## config.mk

```make
export PLATFORM = sky130hd
export DESIGN_NAME = onehot_split
export DESIGN_NICKNAME = d
export VERILOG_FILES = /design/src/rtl/onehot_split_pkg.sv /design/src/rtl/onehot_split_lowest_set.sv /design/src/rtl/onehot_split.sv
export SDC_FILE = /design/constraint.sdc
export NUM_CORES = 1
export LEC_CHECK = 0
export CORE_MARGIN = 3
export CORE_UTILIZATION = 44
export CTS_CLUSTER_DIAMETER = 40
export CTS_CLUSTER_SIZE = 14
export DETAILED_ROUTE_END_ITERATION = 10
export PLACE_DENSITY = 0.81
export SYNTH_ARGS = -nofsm -noshare
export SYNTH_HDL_FRONTEND = slang
export SYNTH_HIERARCHICAL = 1
export SYNTH_SLANG_ARGS = --single-unit
```

## constraint.sdc

```tcl
create_clock -name clk -period 2.7 [get_ports clk]
set_input_delay 0.54 -clock clk [delete_from_list [all_inputs] [get_ports clk]]
set_output_delay 0.54 -clock clk [all_outputs]
set_load 0.02 [all_outputs]
```

## src/rtl/onehot_split_pkg.sv

```systemverilog
// Shared constants for the one-hot splitter and its lowest-set-bit picker.
// Kept deliberately small: the FSM encoding stays private to the top module.
package onehot_split_pkg;

  localparam int unsigned OHS_DEFAULT_COLS = 8;

endpackage : onehot_split_pkg

```

## src/rtl/onehot_split_lowest_set.sv

```systemverilog
// Combinational lowest-set-bit picker: isolates the lowest set bit of a mask
// and encodes its position. A zero mask yields a zero one-hot and index 0.
module lowest_set
  import onehot_split_pkg::*;
#(
  parameter  int unsigned COLS = OHS_DEFAULT_COLS,
  localparam int unsigned IDXW = $clog2(COLS)
) (
  input  logic [COLS-1:0] mask,
  output logic [COLS-1:0] onehot,
  output logic [IDXW-1:0] idx
);

  // Two's-complement trick: mask & -mask keeps only the lowest set bit.
  assign onehot = mask & (~mask + COLS'(1));

  // NOTE: every output of a combinational block gets a default first, so no path leaves it unassigned and no latch is inferred.
  always_comb begin
    idx = '0;
    for (int i = 0; i < COLS; i++) begin
      if (onehot[i]) idx = idx | IDXW'(i);
    end
  end

endmodule : lowest_set

```

## src/rtl/onehot_split.sv

```systemverilog
// Splits a COLS-wide mask into one-hot vectors, lowest index first, one per
// output handshake; the next mask may be accepted on the last handshake.
module onehot_split
  import onehot_split_pkg::*;
#(
  parameter  int unsigned COLS = OHS_DEFAULT_COLS,
  localparam int unsigned IDXW = $clog2(COLS)
) (
  input  logic            clk,
  input  logic            reset,
  input  logic            InValid,
  output logic            InReady,
  input  logic [COLS-1:0] InVec,
  output logic            OutValid,
  input  logic            OutReady,
  output logic [COLS-1:0] OutOneHot,
  output logic [IDXW-1:0] OutIdx,
  output logic            OutLast
);

  typedef enum logic {
    IDLE  = 1'b0,
    SPLIT = 1'b1
  } state_t;

  state_t          state, state_nxt;
  logic [COLS-1:0] rem, rem_nxt;
  logic [COLS-1:0] pick_onehot;
  logic [IDXW-1:0] pick_idx;
  logic            pick_last;
  logic            out_fire;
  logic            in_fire;

  lowest_set #(.COLS(COLS)) u_pick (
    .mask   (rem),
    .onehot (pick_onehot),
    .idx    (pick_idx)
  );

  assign pick_last = (rem & ~pick_onehot) == '0;

  // Outputs are gated by state so IDLE presents all-zero values regardless of rem.
  assign OutValid  = (state == SPLIT);
  assign OutOneHot = OutValid ? pick_onehot : '0;
  assign OutIdx    = OutValid ? pick_idx    : '0;
  assign OutLast   = OutValid & pick_last;

  assign out_fire = OutValid & OutReady;
  assign InReady  = (state == IDLE) | (out_fire & OutLast);
  assign in_fire  = InValid & InReady;

  always_comb begin
    state_nxt = state;
    rem_nxt   = rem;
    unique case (state)
      IDLE: begin
        if (in_fire && InVec != '0) begin
          rem_nxt   = InVec;
          state_nxt = SPLIT;
        end
      end
      SPLIT: begin
        if (out_fire) begin
          if (!pick_last) begin
            rem_nxt = rem & ~pick_onehot;
          end else if (in_fire && InVec != '0) begin
            rem_nxt   = InVec;
            state_nxt = SPLIT;
          end else begin
            rem_nxt   = '0;
            state_nxt = IDLE;
          end
        end
      end
      default: begin
        rem_nxt   = '0;
        state_nxt = IDLE;
      end
    endcase
  end

  // NOTE: state registers use non-blocking assignments so every flop samples pre-edge values, independent of block order.
  always_ff @(posedge clk) begin
    if (reset) begin
      state <= IDLE;
      rem   <= '0;
    end else begin
      state <= state_nxt;
      rem   <= rem_nxt;
    end
  end

endmodule : onehot_split

```

# Word-level counts from Yosys, hierarchy flattened

Cells that the tools add are included.

Flip-flop bits (word level): 9
Input bits: 12
Output and inout bits: 14
Logic and storage cells: 37

$add $sub $neg: 1
Equality and inequality tests: 2
Muxes and demuxes: 18
Bitwise gates (word level): 10
Reductions and logical operators: 4

Operators by type and width:

| kind                  | number |
|---|---|
| $mux W8               | 5 |
| $and A8 B8 Y8         | 2 |
| $not A8 Y8            | 2 |
| $pmux W8 S2           | 1 |
| $mux W3               | 5 |
| $add A8 B1 Y8 const B | 1 |
| $logic_not A8 Y1      | 1 |
| $reduce_bool A8 Y1    | 1 |
| $and A1 B1 Y1         | 4 |
| $mux W1               | 4 |
| $mux W2               | 2 |
| $ne A2 B1 Y1 const B  | 2 |
| $pmux W1 S2           | 1 |
| $reduce_and A2 Y1     | 1 |
| $logic_and A1 B1 Y1   | 1 |
| $not A1 Y1            | 1 |
| $or A1 B1 Y1          | 1 |

# Longest topological paths before layout

Gate-level depths: netlist (run 1).

Depth in word-level cells: 15
Mapped depth: 6
Gate-level depth less buffers: 6

# Cells and area by module

Netlist (run 1), hierarchy kept.

By module, submodules not included:

| module       | instances | cells an instance | area an instance (um^2) | seq. area each (um^2) |
|---|---|---|---|---|
| onehot_split | 1         | 73                | 639.4                   | 180.2 |
| lowest_set   | 1         | 20                | 142.6                   | 0.0 |

# Worst setup path after synthesis (run 1)

No wires, ideal clock.

Path type: register to output
From: reg rem[1]
To: out InReady
Arrival time: 2,048 ps
Data required time: 2,160 ps
Path slack: 112 ps
Cell stages (with the launch flop): 6
Path buffers: 0
Path through: dfxtp_1 nor4_4 and3_2 o22ai_1 or4_4 o21ai_0

Word-level cells in the longest chain between the ends: 9

Ends and longest elaborated chain:

| item                     | RTL line                      | text |
|---|---|---|
| start: declaration       | onehot_split.sv:27            | `logic [COLS-1:0] rem, rem_nxt;` |
| start signal: assignment | onehot_split.sv:89            | `rem <= rem_nxt;` |
| $not A8 Y8               | onehot_split_lowest_set.sv:15 | `assign onehot = mask & (~mask + COLS'(1));` |
| $add A8 B1 Y8            | onehot_split_lowest_set.sv:15 |  |
| $and A8 B8 Y8            | onehot_split_lowest_set.sv:15 |  |
| net pick_onehot[6]       | onehot_split.sv:28            | `logic [COLS-1:0] pick_onehot;` |
| $not A8 Y8               | onehot_split.sv:40            | `assign pick_last = (rem & ~pick_onehot) == '0;` |
| $and A8 B8 Y8            | onehot_split.sv:40            |  |
| $logic_not A8 Y1         | onehot_split.sv:40            |  |
| $and A1 B1 Y1            | onehot_split.sv:46            | `assign OutLast = OutValid & pick_last;` |
| $and A1 B1 Y1            | onehot_split.sv:49            | `assign InReady = (state == IDLE) \| (out_fire & OutLast);` |
| $or A1 B1 Y1             | onehot_split.sv:49            |  |
| end: declaration         | onehot_split.sv:12            | `output logic InReady,` |

The timed path passes the listed nets, and every way through them passes these cells.

# Worst setup path in the final report (run 1)

From: reg rem[3]
To: out OutLast

Word-level cells in the longest chain between the ends: 7

Ends and longest elaborated chain:

| item               | RTL line                      | text |
|---|---|---|
| $not A8 Y8         | onehot_split_lowest_set.sv:15 |  |
| $add A8 B1 Y8      | onehot_split_lowest_set.sv:15 |  |
| $and A8 B8 Y8      | onehot_split_lowest_set.sv:15 |  |
| net pick_onehot[7] | onehot_split.sv:28            |  |
| $not A8 Y8         | onehot_split.sv:40            |  |
| $and A8 B8 Y8      | onehot_split.sv:40            |  |
| $logic_not A8 Y1   | onehot_split.sv:40            |  |
| $and A1 B1 Y1      | onehot_split.sv:46            |  |
| end: declaration   | onehot_split.sv:18            | `output logic OutLast` |

The timed path passes the listed nets, and every way through them passes these cells.

==> results.md, run 1 <==
- Largest net degree at the start of global routing: 17
- Row Count: 14
- DP HPWL: 1900 um
- Worst path arrival time: 2.24 ns
- DRC: 0
- Initial antenna violation count: 0
- Fin. max-slew vios: 0
- I/O pin count: 26
- Worst rel slew slack: 26.8%
- Area leader, netlist: dfxtp_1
- Vias in the first global route: 877
- Drt total wl: 2750 um
- # clock sinks: 9
- Ranking of synthesized cells by area: dfxtp_1 (23%), a2111o_1 (12%), and2_1 (8.8%), o31ai_1 (7.7%), o21ai_1 (5.1%)
- Port bufs: 25
- Global route total overflow: 0
- FF+latch count, synth: 9
- Worst-path clk slew: 0.08 ns
- PwrDens: 458 nW/um^2
- Routability congestion estimate from global placement: 0.927
- Via-to-Cell Ratio: 5.89
- Run status: finished with violations
- Initial Utilization: 49.1%
- Mapped Nets: 105
- Synthesis-to-layout area growth: 63.4%
- WP data required: 2.16 ns
- Fin crit period: 2.78 ns
- Total global-route track usage: 26.3%
- Post-Syn Area per Cell: 8.41 um^2
- Ant diodes: 0
- Hold Crit Class: reg2reg
- Top-area cell type share of the netlist area: 23.0%
- Clk Latency, worst-skew pair: 0.28 ns
- Post-Syn Area: 782 um^2
- 1st-pass router iterations: 4
- Kind of end point of the critical path: primary output
- Share of cells above drive strength 1: 35.7%
- Fin crit share: 103%
- FFs w/ async S/R, synth: 0%
- WL/cell: 16.8 um
- CTS tree: yes
- RSZ-0062 raised after global routing: true
- Number of synthesized flops with an enable pin: 0
- Crit Path Category: reg2out
- Cell variety after synth: 31
- Die ar.: 2320 um^2
- Fin. Hold Viols: 0
- Reg2reg start: rem[3]$_SDFFE_PP0P_
- Synthesized instance count: 93
- DR iter-0 viols: 54
- Number of buffers created by CTS: 3
- Area of placed instances: 1170 um^2
- Worst ir drop on vdd: 0.000422 V
- Final ANT Viol Nets: 0
- R2r setup slk: 0.09 ns
- Synth Flop Type: dfxtp_1
- Chip Width: 48.2 um
- Clock skew: 0.000481 ns
- Core Box Area: 1590 um^2
- CP startpoint: rem[3]$_SDFFE_PP0P_
- Final setup margin: -0.0790 ns
- WHS: 0.703 ns
- Register area share after synthesis: 23.0%
- Failing checks: setup timing
- Via Count: 966
- CP startpoint kind: register
- Die Span Y: 48.2 um
- Max Clk Rate: 360 MHz
- Max-cap violation count: 0
- Syn. warnings: 6
- Nets: 153
- First-pass GRT wire length: 4250 um
- R2R depth: 8
- Design area: 1280 um^2
- Reg2reg end: rem[1]$_SDFFE_PP0P_
- Root Buffer: clkbuf_4
- Pin slew with the least headroom to its limit: 1.09 ns
- Pleak: 0.571 nW
- CTS max path bufs: 2
- Worst Path Max Fanout: 4
- # H-tree levels: 1
- CP Capture Point: OutLast
- Final setup viols: 2
## where the power goes
group          total (mW)  internal, mW  leakage (nW)  switching, mW
clock network       0.120        0.0550        0.0177         0.0645
registers           0.170         0.147        0.0753         0.0226
logic               0.296         0.158         0.478          0.139
## stage by stage
step / cells / util (%) / setup WS [ns] / power (mW) / TNS [ns]
finish: 164 / 80.1 / -0.0790 / 0.586 / -0.151
global route: 164 / 80.1 / -0.139 / 0.612 / -0.270
CTS: 163 / 76.6 / 0.00175 / 0.551 / 0
detailed placement: 156 / 73.2 / -0.245 / 0.420 / -0.473
global placement: 156 / 73.2 / -0.195 / 0.411 / -0.367
floorplan: 93 / - / 0.112 / 0.302 / 0
## synthesized netlist by cell type (2+ instances only)
| library cell | number |
|---|---|
| and2_1 | 11 |
| inv_1 | 10 |
| dfxtp_1 | 9 |
| a2111o_1 | 8 |
| o21ai_1 | 8 |
| o31ai_1 | 8 |
| nor2_1 | 6 |
| o22ai_1 | 4 |
| a21oi_1 | 3 |
| or4_4 | 3 |
| buf_4 | 2 |
| o21ai_0 | 2 |
## worst max-delay path, cell delays in order (launching register included)
cell and delay [ns]:
dfxtp_4 0.37, nor4_4 0.36, and4_4 0.30, o22ai_2 0.06
or4_4 0.54, buf_6 0.14, nor2_4 0.07, buf_6 0.12
## cell type report
class | count | area (um^2)
inverter | 11 | 41.3
clock buffer | 3 | 22.5
clock inverter | 1 | 5.00
timing repair buffer | 48 | 435
tap | 24 | 30.0
sequential | 9 | 185
multi-input combinational | 68 | 558
fill | 111 | 317
## cells in the final DEF (no fill, tap or decap), types with 2 or more instances in the layout
| master | netlist | layout |
|---|---|---|
| nor2_1 | 6 | 4 |
| o31ai_1 | 8 | 8 |
| or4_4 | 3 | 3 |
| buf_6 | 1 | 2 |
| nor2_4 | 1 | 2 |
| o21ai_2 | 0 | 2 |
| buf_4 | 2 | 23 |
| a2111o_1 | 8 | 8 |
| o21ai_1 | 8 | 7 |
| clkbuf_4 | 0 | 3 |
| dfxtp_1 | 9 | 7 |
| inv_1 | 10 | 10 |
| a21oi_1 | 3 | 3 |
| o22ai_1 | 4 | 3 |
| and2_1 | 11 | 11 |
| clkdlybuf4s50_1 | 0 | 19 |
| dlymetal6s2s_1 | 0 | 4 |
## how the worst min path moves through the flow
stage | endpoint | cells past startpoint | from | slack (ns)
floorplan | rem[5]$_SDFFE_PP0P_ | 3 | rem[5]$_SDFFE_PP0P_ | 0.56
global placement | rem[5]$_SDFFE_PP0P_ | 3 | rem[5]$_SDFFE_PP0P_ | 0.65
detailed placement | rem[5]$_SDFFE_PP0P_ | 3 | rem[5]$_SDFFE_PP0P_ | 0.67
CTS | rem[5]$_SDFFE_PP0P_ | 3 | rem[5]$_SDFFE_PP0P_ | 0.69
global route | rem[3]$_SDFFE_PP0P_ | 3 | rem[3]$_SDFFE_PP0P_ | 0.74
finish | rem[3]$_SDFFE_PP0P_ | 3 | rem[3]$_SDFFE_PP0P_ | 0.70
## timing repair
action                                 in CTS  in global routing
buffers inserted                            3                  1
endpoints found under the hold margin       0                  0
setup endpoints to repair                   2                  6
hold buffers                                0                  0
resized for setup                          15                 15
pin swaps                                   5                  3
## metal layers
layer	vias up	GRT usage [%]	wire, um
met5	-	0	0
met4	0	10.8	111
met3	17	3.32	249
met2	68	42.2	1240
met1	431	35.2	1150
li1	450	-	-
## kinds of logic (layout without fill, tap and decap cells)
family | after synthesis | after routing | share of synthesized area (%)
AOI/OAI and AO/OA | 38 | 38 | 38.6
buffers and inverters | 16 | 63 | 10.2
DFF | 9 | 9 | 23.0
and+or+nand+nor | 30 | 30 | 28.2
## state kept, by name (all words and copies together) (netlist names)
signal    cells
rem           8
OutValid      1
No activity file was read; power rests on OpenSTA's default activity.
==> run 2, diff against run 1 <==
- RECOVER_POWER: not set -> 50
==> results of run 2 <==
Same layout as run 1: the final DEF is identical, and so are final timing and power.
